--- src/rtl/fetch_sequencer.sv ---
// rtl/fetch_sequencer.sv - fetch PC generation, in-order imem requests, instruction buffer and redirect handling
module fetch_sequencer #(
  parameter logic [31:0] RESET_PC = 32'h0000_0000,
  parameter int          DEPTH    = 4
) (
  input  logic        Clock,
  input  logic        Reset,
  input  logic        redirect_valid,
  input  logic [31:0] redirect_target,
  input  logic        stall,
  output logic        imem_req_valid,
  output logic [31:0] imem_req_addr,
  input  logic        imem_req_ready,
  input  logic        imem_rsp_valid,
  input  logic [31:0] imem_rsp_data,
  output logic [31:0] PC,
  output logic [31:0] instruction,
  output logic        flush,
  output logic        hold
);

  localparam int          AW      = $clog2(DEPTH);
  localparam int          CW      = AW + 1;
  localparam logic [CW:0] DEPTH_W = (CW + 1)'(DEPTH);
  localparam logic [31:0] NOP     = 32'h0000_0013;

  logic [31:0]   fetch_pc;
  logic [31:0]   resp_pc;
  logic [31:0]   pc_mem  [DEPTH];
  logic [31:0]   ins_mem [DEPTH];
  logic [AW-1:0] rd_ptr;
  logic [AW-1:0] wr_ptr;
  logic [CW-1:0] count;
  logic [CW-1:0] inflight;
  logic [CW-1:0] drop;
  logic          flush_q;

  logic [CW:0]   credit_used;
  logic          fifo_empty;
  logic          rsp_accept;
  logic          issue;
  logic          push;
  logic          pop;
  logic [31:0]   target_aligned;

  // Credits cover both buffered entries and requests still owed by memory,
  // so a response always has a free buffer slot waiting for it.
  assign credit_used    = {1'b0, inflight} + {1'b0, count};
  assign fifo_empty     = (count == '0);
  assign target_aligned = redirect_target & ~32'h0000_0003;

  // A response with nothing outstanding is ignored entirely.
  assign rsp_accept = imem_rsp_valid && (inflight != '0);
  assign issue      = imem_req_valid && imem_req_ready;
  assign push       = rsp_accept && !redirect_valid && (drop == '0);
  assign pop        = !hold && !redirect_valid;

  assign imem_req_valid = !Reset && !redirect_valid && (credit_used < DEPTH_W);
  assign imem_req_addr  = fetch_pc;

  assign hold        = fifo_empty || stall || flush_q;
  assign flush       = flush_q;
  assign PC          = fifo_empty ? 32'h0000_0000 : pc_mem[rd_ptr];
  assign instruction = fifo_empty ? NOP : ins_mem[rd_ptr];

  // Buffer storage; contents are only observed while count is non-zero.
  always_ff @(posedge Clock) begin
    if (push) begin
      pc_mem[wr_ptr]  <= resp_pc;
      ins_mem[wr_ptr] <= imem_rsp_data;
    end
  end

  // Buffer pointers and occupancy; a redirect empties the buffer.
  always_ff @(posedge Clock or posedge Reset) begin
    if (Reset) begin
      rd_ptr <= '0;
      wr_ptr <= '0;
      count  <= '0;
    end else if (redirect_valid) begin
      rd_ptr <= '0;
      wr_ptr <= '0;
      count  <= '0;
    end else begin
      rd_ptr <= rd_ptr + AW'(pop);
      wr_ptr <= wr_ptr + AW'(push);
      count  <= count + CW'(push) - CW'(pop);
    end
  end

  // Outstanding-request and stale-response counters.
  always_ff @(posedge Clock or posedge Reset) begin
    if (Reset) begin
      inflight <= '0;
      drop     <= '0;
    end else begin
      inflight <= inflight + CW'(issue) - CW'(rsp_accept);
      if (redirect_valid)
        drop <= inflight - CW'(rsp_accept);
      else if (rsp_accept && (drop != '0))
        drop <= drop - 1'b1;
    end
  end

  // Request and response address tracking plus the one-cycle flush pulse.
  always_ff @(posedge Clock or posedge Reset) begin
    if (Reset) begin
      fetch_pc <= RESET_PC;
      resp_pc  <= RESET_PC;
      flush_q  <= 1'b0;
    end else begin
      flush_q <= redirect_valid;
      if (redirect_valid) begin
        fetch_pc <= target_aligned;
        resp_pc  <= target_aligned;
      end else begin
        if (issue) fetch_pc <= fetch_pc + 32'd4;
        if (push)  resp_pc  <= resp_pc + 32'd4;
      end
    end
  end

endmodule

--- config.mk ---
export PLATFORM = sky130hd
export DESIGN_NAME = fetch_sequencer
export DESIGN_NICKNAME = d
export VERILOG_FILES = /design/src/rtl/fetch_sequencer.sv
export SDC_FILE = /design/constraint.sdc
export NUM_CORES = 1
export LEC_CHECK = 0
export BUFFER_PORTS_ARGS = -buffer_cell sky130_fd_sc_hd__buf_4
export CORE_MARGIN = 2
export CORE_UTILIZATION = 42
export CTS_CLUSTER_DIAMETER = 150
export DETAILED_ROUTE_END_ITERATION = 7
export GPL_TIMING_DRIVEN = 1
export PLACE_DENSITY = 0.71
export SLEW_MARGIN = 20
export SYNTH_ARGS = -nofsm -noshare
export SYNTH_HDL_FRONTEND = slang
export SYNTH_SLANG_ARGS = --single-unit
--- constraint.sdc ---
create_clock -name Clock -period 5.9 [get_ports Clock]
set_input_delay 0.295 -clock Clock [delete_from_list [all_inputs] [get_ports Clock]]
set_output_delay 0.295 -clock Clock [all_outputs]
set_load 0.005 [all_outputs]
==> results.txt, run 1 <==
----------------------------------------------------
[Run status]
  Status ... finished, final reports clean

[Power and ir drop]
  Areal power density over the cells ... ~350 mW/mm^2
  Leakage ... 5.97 nW
  Max IR drop VDD ... 0.178 mV

[Critical path]
  Critical path required time ... between 5000 and 6000 ps
  CP arrival ... approximately 3100 ps
  Type of the worst setup path ... reg2out
  Kind of end point of the critical path ... primary output
  Highest fanout seen on the critical path ... 45
  Startpoint class of the critical path ... flop
  Depth of the most critical reg-to-reg path ... 10

[GRT]
  Initial antenna violation count ... 0
  Via count of the first global-routing pass ... 8,413
  GR Util All Layers ... 17.4%
  Wire length of the first global-routing pass ... 45,700 um
  Overflow left after global routing ... 0
  Pin count of the biggest net entering global routing ... slightly above 70

[Cells and area]
  Most common cell after layout, fill and taps aside ... sky130_fd_sc_hd__edfxtp_1
  Final Cell Area ... 0.0168 sq mm
  Fin nets ... about 1,200
  ANT cells ... 0
  Share of layout cells above drive strength 1 ... 28.0%
  Fillers ... 2,577
  Signed area change from the synthesized netlist to the final layout ... 23.5%
  Commonest cells after routing, fill and taps aside ... 248 x sky130_fd_sc_hd__edfxtp_1, 172 x sky130_fd_sc_hd__buf_4, 72 x sky130_fd_sc_hd__dfrtp_1

[Run]
  Number of maximum-capacitance violations ... 0

[Timing]
  Final Setup Violations ... 0
  RSZ-0062 raised after global routing ... false
  Time the final worst path needs with I/O delays and setup ... 3340 ps
  Setup TNS ... 0 ps
  Number of failing hold endpoints at the final stage ... 0
  Worst Clk Skew ... 13.2 ps
  Period utilization ... between 50% and 60%
  Fin. max-slew vios ... 0
  Timing-limited maximum frequency ... 299 MHz
  Final worst-path setup slack ... 2560 ps
  Normalized max-slew margin ... a little under two fifths
  Slew at the pin closest to its max-slew limit ... 931 ps

[Synth]
  Post-Syn Instances ... roughly 870
  Primary FF master, synth ... sky130_fd_sc_hd__edfxtp_1
  Post-synthesis average cell area ... 15.6 sq um
  Register area share after synthesis ... 68.3%
  #FFs+latches synth ... 322
  Number of distinct library cell variants in the gate-level netlist after synthesis ... 48
  Number of flops mapped to enable cells by yosys ... 248
  Number of warnings reported in the yosys synthesis log ... 0
  Netlist area before placement ... 0.0136 sq mm
  Post-synthesis async set-or-reset flop share ... approximately 23%
  Cells taking the most area after synthesis ... sky130_fd_sc_hd__edfxtp_1 55%, sky130_fd_sc_hd__dfrtp_1 14%, sky130_fd_sc_hd__mux4_2 10%, sky130_fd_sc_hd__nor2b_1 2.9%, sky130_fd_sc_hd__nand2_1 1.7%
  Proportion of netlist area held by the largest area contributor ... 54.7%
  Biggest area consumer among synthesized cells ... sky130_fd_sc_hd__edfxtp_1

[Clocking]
  Clock network latency to the later pin of the worst-skew pair ... 510 ps
  Root buffer selected by CTS ... sky130_fd_sc_hd__clkbuf_16
  Clock sink total ... 322
  Number of post-CTS setup repair buffers ... 0
  Clock transition at the registers of the reported paths ... 60 ps
  TritonCTS clock tree ... built
  Post-CTS resize count ... 0
  Number of H-tree levels ... 2
  Maximum count of clock buffers along a single path ... 3
  Number of buffers added by the clock tree synthesis step ... 35

[Hold path]
  Hold depth ... 2
  HP Class ... in2reg

[Drt]
  Routed vias ... 8,232
  1st-iter DRT viols ... 630
  Routed wire length ... 29,300 um
  Post-detailed-route count of antenna-violating nets ... 0
  Post-DR vias/cell ... roughly 5.5
  Post-route DRC ... 0
  Number of search-and-repair iterations in the first detailed-routing pass ... 7
  Post-detailed-route wirelength per cell ... 19.5 um

[Floorplan]
  Floorplan core area ... approximately 0.032 sq mm
  Placement Rows ... 65
  Area of the die ... 0.0339 sq mm
  Height of the chip ... roughly 180 um
  I/O pin count ... 169
  Initial core utilization ... 42.9%
  Die span in x ... approximately 180 um

[Placement]
  DPL Wire Length ... 17,900 um
  Setup WS pre-CTS ... roughly 2600 ps
  Placement Cell Area ... approximately 0.015 sq mm
  Placer's final routability congestion estimate ... 0.842
  Buffers on Ports ... between 150 and 200

----------------------------------------------------
## layer usage
metal,global-route usage (%),up-vias,share of wire (%)
met5,0,-,0
met4,4.16,0,1.8
met3,3.25,43,6.8
met2,28.5,293,47
met1,24.4,4155,44
li1,-,3741,-
## per-stage QoR
step / hold WS, ps / total power [mW] / instances / util, %
after floorplan: 326 / 3.19 / 875 / -
after global placement: 315 / 3.60 / 1405 / 48.1
after detailed placement: 314 / 3.62 / 1405 / 48.1
after CTS: 31.6 / 5.96 / 1501 / 53.0
after global routing: 38.1 / 6.15 / 1501 / 53.0
final: 49.0 / 5.89 / 1501 / 53.0
## synth_stat cells (7+ instances only)
| library cell | count |
|---|---|
| sky130_fd_sc_hd__nor3_1 | 9 |
| sky130_fd_sc_hd__nor2_1 | 35 |
| sky130_fd_sc_hd__nand3_1 | 37 |
| sky130_fd_sc_hd__o311ai_0 | 7 |
| sky130_fd_sc_hd__and2_1 | 7 |
| sky130_fd_sc_hd__nor2b_1 | 63 |
| sky130_fd_sc_hd__edfxtp_1 | 248 |
| sky130_fd_sc_hd__nand2_1 | 62 |
| sky130_fd_sc_hd__ha_1 | 14 |
| sky130_fd_sc_hd__nand4_1 | 24 |
| sky130_fd_sc_hd__mux4_2 | 62 |
| sky130_fd_sc_hd__a31oi_1 | 13 |
| sky130_fd_sc_hd__buf_2 | 8 |
| sky130_fd_sc_hd__o211ai_1 | 15 |
| sky130_fd_sc_hd__xor2_1 | 23 |
| sky130_fd_sc_hd__clkbuf_1 | 28 |
| sky130_fd_sc_hd__xnor2_1 | 14 |
| sky130_fd_sc_hd__dfrtp_1 | 74 |
| sky130_fd_sc_hd__o21ai_0 | 46 |
| sky130_fd_sc_hd__and3_1 | 9 |
| sky130_fd_sc_hd__inv_1 | 16 |
## flip-flops by register name, summed over array words and instances (netlist names)
| name | count |
|---|---|
| flush | 1 |
| ins_mem | 128 |
| count | 3 |
| imem_req_addr | 30 |
| rd_ptr | 2 |
| wr_ptr | 2 |
| inflight | 3 |
| pc_mem | 120 |
| resp_pc | 30 |
| drop | 3 |
## where the power goes
part / leakage (nW) / internal, mW / total, mW / switching [mW]
registers: 3.14 / 2.59 / 2.73 / 0.146
logic: 2.24 / 0.427 / 0.851 / 0.424
clock network: 0.600 / 1.46 / 2.30 / 0.843
total: 5.97 / 4.47 / 5.89 / 1.41
## cell families (layout without fill, tap and decap cells)
family	Yosys count	after routing	synth area share [%]
xor gates and xnor gates	37	37	2.38
and+or+nand+nor	275	275	10.8
AOI/OAI and AO/OA	94	94	4.35
muxes	66	66	10.6
adders and majority gates	16	16	1.58
buffers and inverters	61	285	1.99
DFF	322	322	68.3
other	1	4	0.0275
## area by class of cell
| class | instances | area (sq um) | share of cell area (%) |
|---|---|---|---|
| well taps | 402 | 503 | 2.99 |
| clock inverters | 18 | 263 | 1.56 |
| flip-flops and latches | 322 | 9300 | 55.3 |
| clock buffers | 45 | 966 | 5.75 |
| repair buffers | 205 | 1620 | 9.65 |
| inverters | 17 | 66.3 | 0.394 |
| multi-input cells | 492 | 4090 | 24.3 |
## worst paths after layout
kind / startpoint / to / slack, ps
min reg2reg: drop[1] / drop[1] / 560
min in group asynchronous: Reset / inflight[1] / 340
max in group asynchronous: Reset / rd_ptr[0] / 4400
min: redirect_target[13] / resp_pc[13] / 50
max: rd_ptr[0] / instruction[0] / 2560
max reg2reg: inflight[2] / inflight[2] / 2580
## critical path: stages, from the launching register on
cell	delay, ps
sky130_fd_sc_hd__dfrtp_4	1030
sky130_fd_sc_hd__buf_4	510
sky130_fd_sc_hd__mux4_2	540
sky130_fd_sc_hd__or2_2	300
sky130_fd_sc_hd__buf_4	140
## what timing repair did
item / in CTS / in global routing
hold buffers: 33 / 0
setup endpoints to repair: 0 / 0
hold endpoints to repair: 144 / 0
Power figures use the tool's default switching activity.
==> inputs of run 2 (changes only) <==
PLACE_DENSITY = 0.69   (was 0.71)
clock period = 3.3 ns   (was 5.9 ns; I/O delays follow)
==> run 2 against run 1 <==
  * Routed wire length is 0.33% higher
  * Sequential power is 78% higher
  * Highest routed layer unchanged
  * Critical path type is now reg2reg
  * Non-clock buffer count is 41 higher
  * Worst hold slack better by 160 ps
  * Via count is 1.5% higher
  * Core utilization is 1.6 points higher
  * Register-to-register slack worse by 2000 ps
  * Critical endpoint is now count[2]
==> results.txt, run 2 (same netlist as run 1, synthesis figures left out) <==
----------------------------------------------------
[Clocking]
  Post-CTS resize count ... 0 (unchanged)
  Number of post-CTS setup repair buffers ... 0 (unchanged)
  Clock network latency to the later pin of the worst-skew pair ... 500 ps (about the same)
  Root buffer selected by CTS ... sky130_fd_sc_hd__clkbuf_16
  Clock sink total ... 322 (unchanged)
  Number of H-tree levels ... 2 (unchanged)
  Clock transition at the registers of the reported paths ... 60 ps (about the same)
  Number of buffers added by the clock tree synthesis step ... 35 (unchanged)
  Maximum count of clock buffers along a single path ... 3 (unchanged)
  TritonCTS clock tree ... built

[Critical path]
  Kind of end point of the critical path ... flop
  Critical path required time ... 3680 ps (-1930 ps)
  Type of the worst setup path ... reg2reg
  Highest fanout seen on the critical path ... 5 (-89%)
  Startpoint class of the critical path ... flop
  CP arrival ... 3080 ps (+30 ps)

[Power and ir drop]
  Max IR drop VDD ... 0.361 mV (+100%)
  Leakage ... 6.17 nW (+3.3%)
  Areal power density over the cells ... 610 mW/mm^2 (+74%)

[Cells and area]
  Largest register by flop count ... ins_mem
  ANT cells ... 0 (unchanged)
  Finished Core Util ... 54.6% (+1.6 points)
  Sequential cell area ... 0.00930 sq mm (unchanged)
  Fillers ... 2,526 (-2.0%)
  Fin nets ... 1,200 (+3.5%)
  Signed area change from the synthesized netlist to the final layout ... 27.1%
  Share of layout cells above drive strength 1 ... 27.7% (-0.35 points)
  Footprint of the multi-input gates ... 0.00409 sq mm (unchanged)
  Final Cell Area ... 0.0173 sq mm (+3.0%)
  Commonest cells after routing, fill and taps aside ... 248 x sky130_fd_sc_hd__edfxtp_1, 172 x sky130_fd_sc_hd__buf_4, 72 x sky130_fd_sc_hd__dfrtp_1
  Number of flip-flops under the largest register name ... 128 (unchanged)
  Largest registers in the final layout ... ins_mem (128), pc_mem (120)
  Most common cell after layout, fill and taps aside ... sky130_fd_sc_hd__edfxtp_1

[Timing]
  Worst Hold Margin ... 209 ps (+160 ps)
  Slew at the pin closest to its max-slew limit ... 784 ps (-147 ps)
  Final Setup Violations ... 0 (unchanged)
  Timing-limited maximum frequency ... 370 MHz
  Period utilization ... 81.8%
  Normalized max-slew margin ... 47.7% (+9.7 points)
  Number of failing hold endpoints at the final stage ... 0 (unchanged)
  Fin. max-slew vios ... 0 (unchanged)
  RSZ-0062 raised after global routing ... false
  Setup TNS ... 0 ps (unchanged)
  Time the final worst path needs with I/O delays and setup ... ~2700 ps
  Worst Clk Skew ... 14.9 ps (+1.66 ps)

[Floorplan]
  Initial core utilization ... 42.9% (unchanged)
  Height of the chip ... 184 um (unchanged)
  Area of the die ... 0.0339 sq mm (unchanged)
  I/O pin count ... 169 (unchanged)
  Floorplan core area ... 0.0317 sq mm (unchanged)
  Placement Rows ... 65 (unchanged)
  Die span in x ... 184 um (unchanged)

[Placement]
  Placement Cell Area ... 0.0155 sq mm (+1.3%)
  Buffers on Ports ... 162 (unchanged)
  Placer's final routability congestion estimate ... 0.854 (+1.4%)
  DPL Wire Length ... 18,300 um (+2.4%)

[Run status]
  Status ... finished, final reports clean

[Run]
  Number of maximum-capacitance violations ... 0 (unchanged)

[Drt]
  Post-detailed-route wirelength per cell ... 19.1 um (-2.2%)
  Routed vias ... 8,357 (+1.5%)
  1st-iter DRT viols ... 489 (-22%)
  Post-detailed-route count of antenna-violating nets ... 0 (unchanged)
  Number of search-and-repair iterations in the first detailed-routing pass ... 5 (-2)
  Post-route DRC ... 0 (unchanged)
  Routed wire length ... 29,400 um (+0.33%)
  Post-DR vias/cell ... 5.43 (-1.1%)

[GRT]
  Initial antenna violation count ... 0 (unchanged)
  GR Util All Layers ... 17.8% (+0.33 points)
  Via count of the first global-routing pass ... 8,527 (+1.4%)
  Overflow left after global routing ... 0 (unchanged)
  Pin count of the biggest net entering global routing ... 75 (+5.6%)
  Wire length of the first global-routing pass ... 46,500 um (+1.9%)

[Hold path]
  HP Class ... in2reg

----------------------------------------------------
==> run 2: worst paths after layout <==
check / startpoint / end / slack [ps] / cells past startpoint
max in group asynchronous: Reset / rd_ptr[0] / 2650 / 4
max: inflight[2] / count[2] / 600 / 12
min reg2reg: imem_req_addr[13] / imem_req_addr[13] / 530 / 1
max reg2reg: inflight[2] / count[2] / 600 / 12
min: imem_rsp_valid / resp_pc[3] / 210 / 5
min in group asynchronous: Reset / imem_req_addr[8] / 330 / 4
==> run 2: report_power, final <==
part / total [mW] / switching, mW / internal (mW)
registers: 4.87 / 0.246 / 4.62
logic: 1.60 / 0.782 / 0.816
clock network: 4.10 / 1.49 / 2.61
==> run 2: cell type report <==
cell class / instances / area share (%)
flip-flops and latches: 322 / 53.7
multi-input cells: 492 / 23.6
repair buffers: 246 / 12.3
clock buffers: 45 / 5.58
well taps: 402 / 2.91
clock inverters: 16 / 1.45
inverters: 17 / 0.383
==> run 2: timing repair <==
action	4_1_cts	5_1_grt
hold buffers	64	0
endpoints found under the setup margin	0	0
hold endpoints to repair	260	0
==> run 2: worst max-delay path: stages (launching register included) <==
cell	delay (ps)
sky130_fd_sc_hd__dfrtp_1	440
sky130_fd_sc_hd__o31ai_2	470
sky130_fd_sc_hd__inv_1	170
sky130_fd_sc_hd__nand2_1	170
sky130_fd_sc_hd__nor2_1	110
sky130_fd_sc_hd__inv_1	130
sky130_fd_sc_hd__ha_1	250
sky130_fd_sc_hd__inv_1	60
sky130_fd_sc_hd__ha_1	130
sky130_fd_sc_hd__inv_1	50
sky130_fd_sc_hd__fa_1	370
sky130_fd_sc_hd__xnor2_1	180
sky130_fd_sc_hd__nor2_1	50
==> run 2: stage by stage <==
step	setup WS, ps	power, mW	cells
floorplan	71.5	5.71	875
global placement	636	6.47	1415
detailed placement	595	6.51	1415
CTS	573	10.7	1540
global route	391	11.0	1540
finish	599	10.6	1540
==> run 2: layer usage <==
layer  up-vias  track usage, %  wire [um]  part of all wire [%]
met5         -               0          0                     0
met3        41            3.15       2090                   7.1
met1      4163            24.3      12500                    43
met2       318            29.4      14200                    48
met4         0            4.83        569                   1.9
li1       3835               -          -                     -
==> inputs of run 3 (changes only) <==
PLACE_DENSITY = 0.71   (was 0.69)
clock period = 2.25 ns   (was 3.3 ns; I/O delays follow)
==> run 3 against run 2 <==
  * The flow now finishes with violations (setup timing)
  * Routed wire length grew 6.0%
  * Setup slack got worse by 650 ps
  * Die area unchanged
  * Clock skew rose by 4.4 ps
  * Critical path depth shrank 6
  * Via count grew 3.5%
  * Register-to-register slack worse by 630 ps
  * Highest routed layer unchanged
  * First-iteration DRC count increased by 11%
  * Sequential share of layout area is 2.6 points lower
  * Critical endpoint is now instruction[26]
  * Largest power group unchanged
  * Worst hold slack better by 15 ps
  * Largest cell class unchanged
==> results.txt, run 3 (same netlist as run 1, synthesis figures left out) <==
----------------------------------------------------
[Clocking]
  Clock transition at the registers of the reported paths ... 60 ps (about the same)
  Number of H-tree levels ... 2 (unchanged)
  Clock sink total ... 322 (unchanged)
  TritonCTS clock tree ... built
  Maximum count of clock buffers along a single path ... 3 (unchanged)
  Clock network latency to the later pin of the worst-skew pair ... 510 ps (about the same)
  Root buffer selected by CTS ... sky130_fd_sc_hd__clkbuf_16
  Number of buffers added by the clock tree synthesis step ... 35 (unchanged)

[Hold path]
  HP Class ... in2async

[Critical path]
  Cell at the slowest stage of the critical path ... sky130_fd_sc_hd__dfrtp_4
  Critical register-to-register path startpoint ... inflight[2]
  Type of the worst setup path ... reg2out
  Slack of the worst reg-to-reg path ... -30 ps (-630 ps)
  Reg2Reg Capture Point ... inflight[2]
  Cell type group with the largest total delay on the critical path ... buffers and inverters
  Sequence of cells on the critical path ... buf_12, buf_12, buf_4, mux4_2, nor2b_1, buf_4
  Crit path buffers/inverters ... 4 (unchanged)
  Depth of the most critical reg-to-reg path ... 10 (-2)
  CP arrival ... 2190 ps (-890 ps)
  CP max stage delay ... 510 ps (+40 ps)
  Startpoint class of the critical path ... flop
  Kind of end point of the critical path ... primary output
  Critical path required time ... 2140 ps (-1540 ps)
  Highest fanout seen on the critical path ... 7 (+2)

[GRT]
  Pin count of the biggest net entering global routing ... 63 (-16%)
  Via count of the first global-routing pass ... 8,844 (+3.7%)
  Initial antenna violation count ... 0 (unchanged)
  Wire length of the first global-routing pass ... 47,600 um (+2.4%)
  Overflow left after global routing ... 0 (unchanged)
  GR Util All Layers ... 18.1% (+0.38 points)

[Timing]
  Final Setup Violations ... 22 (+22)
  Period utilization ... 102%
  Number of failing hold endpoints at the final stage ... 0 (unchanged)
  RSZ-0062 raised after global routing ... true
  Timing-limited maximum frequency ... 434 MHz
  Fin. max-slew vios ... 0 (unchanged)
  Setup TNS ... -546 ps (-546 ps)
  Worst Clk Skew ... 19.3 ps (+4.41 ps)
  Slew at the pin closest to its max-slew limit ... 612 ps (-172 ps)
  Normalized max-slew margin ... 59.2% (+12 points)
  Time the final worst path needs with I/O delays and setup ... 2310 ps
  Final worst-path setup slack ... -55.5 ps (-655 ps)

[Floorplan]
  Height of the chip ... 184 um (unchanged)
  Initial core utilization ... 42.9% (unchanged)
  Die span in x ... 184 um (unchanged)
  Floorplan core area ... 0.0317 sq mm (unchanged)
  Area of the die ... 0.0339 sq mm (unchanged)
  Placement Rows ... 65 (unchanged)
  I/O pin count ... 169 (unchanged)

[Drt]
  1st-iter DRT viols ... 541 (+11%)
  Post-DR vias/cell ... 5.41 (-0.25%)
  Post-detailed-route count of antenna-violating nets ... 0 (unchanged)
  Routed wire length ... 31,200 um (+6.0%)
  Post-detailed-route wirelength per cell ... 19.5 um (+2.1%)
  Post-route DRC ... 0 (unchanged)
  Routed vias ... 8,650 (+3.5%)
  Number of search-and-repair iterations in the first detailed-routing pass ... 5 (unchanged)

[Cells and area]
  Largest registers in the final layout ... ins_mem (128), pc_mem (120)
  Non-filler instance count after layout ... 1,598 (+3.8%)
  Signed area change from the synthesized netlist to the final layout ... 33.5%
  Largest register by flop count ... ins_mem
  Share of layout cells above drive strength 1 ... 34.4% (+6.7 points)
  Fin nets ... 1,259 (+4.9%)
  Number of flip-flops under the largest register name ... 128 (unchanged)
  Most common cell after layout, fill and taps aside ... sky130_fd_sc_hd__edfxtp_1
  ANT cells ... 0 (unchanged)
  Commonest cells after routing, fill and taps aside ... 248 x sky130_fd_sc_hd__edfxtp_1, 190 x sky130_fd_sc_hd__buf_4, 72 x sky130_fd_sc_hd__dfrtp_1

[Power and ir drop]
  Areal power density over the cells ... 854 mW/mm^2 (+40%)
  Leakage ... 6.59 nW (+6.7%)
  Max IR drop VDD ... 0.513 mV (+42%)

[Placement]
  DPL Wire Length ... 19,800 um (+8.1%)
  Buffers on Ports ... 162 (unchanged)
  Placed cells ... 1,453 (+2.7%)
  Placer's final routability congestion estimate ... 0.855 (+0.16%)
  Setup WS pre-CTS ... -85.0 ps (-680 ps)

[Run]
  Number of maximum-capacitance violations ... 0 (unchanged)

[Run status]
  Status ... finished with violations
  Violations in the final reports ... setup timing

----------------------------------------------------
[run 3: changes by cell type in the layout (fill, tap and decap cells not counted), sizes merged]
| cell | previous run | this run |
|---|---|---|
| buf | 182 | 236 |
| bufinv | 7 | 1 |
| clkbuf | 45 | 50 |
| clkinv | 8 | 10 |
| clkinvlp | 1 | 2 |
| inv | 17 | 19 |
[run 3: routing by layer]
layer	global-route usage, %	routed length (um)	vias to the layer above
met3	3.63	2040	33
met5	0	0	-
met1	24.3	13600	4361
met4	4.74	439	0
li1	-	-	3954
met2	30.5	15100	302
[run 3: how the worst max path moves through the flow]
| stage | slack, ps | startpoint | endpoint | cells past startpoint |
|---|---|---|---|---|
| 2_1_floorplan | -700 | drop[1] | ins_mem[0][0] | 7 |
| 3_3_place_gp | -40 | inflight[2] | inflight[2] | 10 |
| 3_5_place_dp | -80 | inflight[2] | inflight[2] | 10 |
| 4_1_cts | -50 | rd_ptr[0] | instruction[28] | 5 |
| 5_1_grt | -120 | rd_ptr[0] | instruction[26] | 6 |
| 6_report | -60 | rd_ptr[0] | instruction[26] | 6 |
[run 3: layout make-up]
type | count | area, sq um
clock buffers | 45 | 966
multi-input cells | 492 | 4360
inverters | 17 | 68.8
repair buffers | 305 | 2870
flip-flops and latches | 322 | 9300
well taps | 402 | 503
fillers | 2455 | 13500
clock inverters | 15 | 105
[run 3: timing repair]
| item | in CTS | in global routing |
|---|---|---|
| buffers inserted | 5 | 10 |
| endpoints found under the setup margin | 64 | 57 |
| endpoints found under the hold margin | 212 | 0 |
| gates resized for setup | 12 | 69 |
| cloned | 0 | 6 |
| hold buffers | 64 | 0 |
| pin swaps | 2 | 4 |
[run 3: metrics by stage]
stage	total power [mW]	instance area [sq um]	hold slack, ps	utilization (%)
finish	15.5	18200	224	57.3
global route	16.2	18200	235	57.3
CTS	15.3	17700	201	55.7
detailed placement	9.77	15800	212	49.9
global placement	9.69	15800	210	49.9
floorplan	8.45	13700	144	-
[run 3: worst register-to-register path, cell delays in order, from the launching register on]
cell and delay (ps):
sky130_fd_sc_hd__dfrtp_1 380, sky130_fd_sc_hd__ha_1 300, sky130_fd_sc_hd__nor3_2 130, sky130_fd_sc_hd__and4_4 280, sky130_fd_sc_hd__inv_6 40, sky130_fd_sc_hd__ha_4 250
sky130_fd_sc_hd__inv_2 30, sky130_fd_sc_hd__ha_4 150, sky130_fd_sc_hd__fa_2 330, sky130_fd_sc_hd__xor2_1 160, sky130_fd_sc_hd__xnor2_1 120
[run 3: where the power goes]
part           leakage, nW  internal [mW]  switching [mW]
clock network        0.520           3.15            2.20
registers             3.14           6.78           0.307
logic                 2.93           1.63            1.46
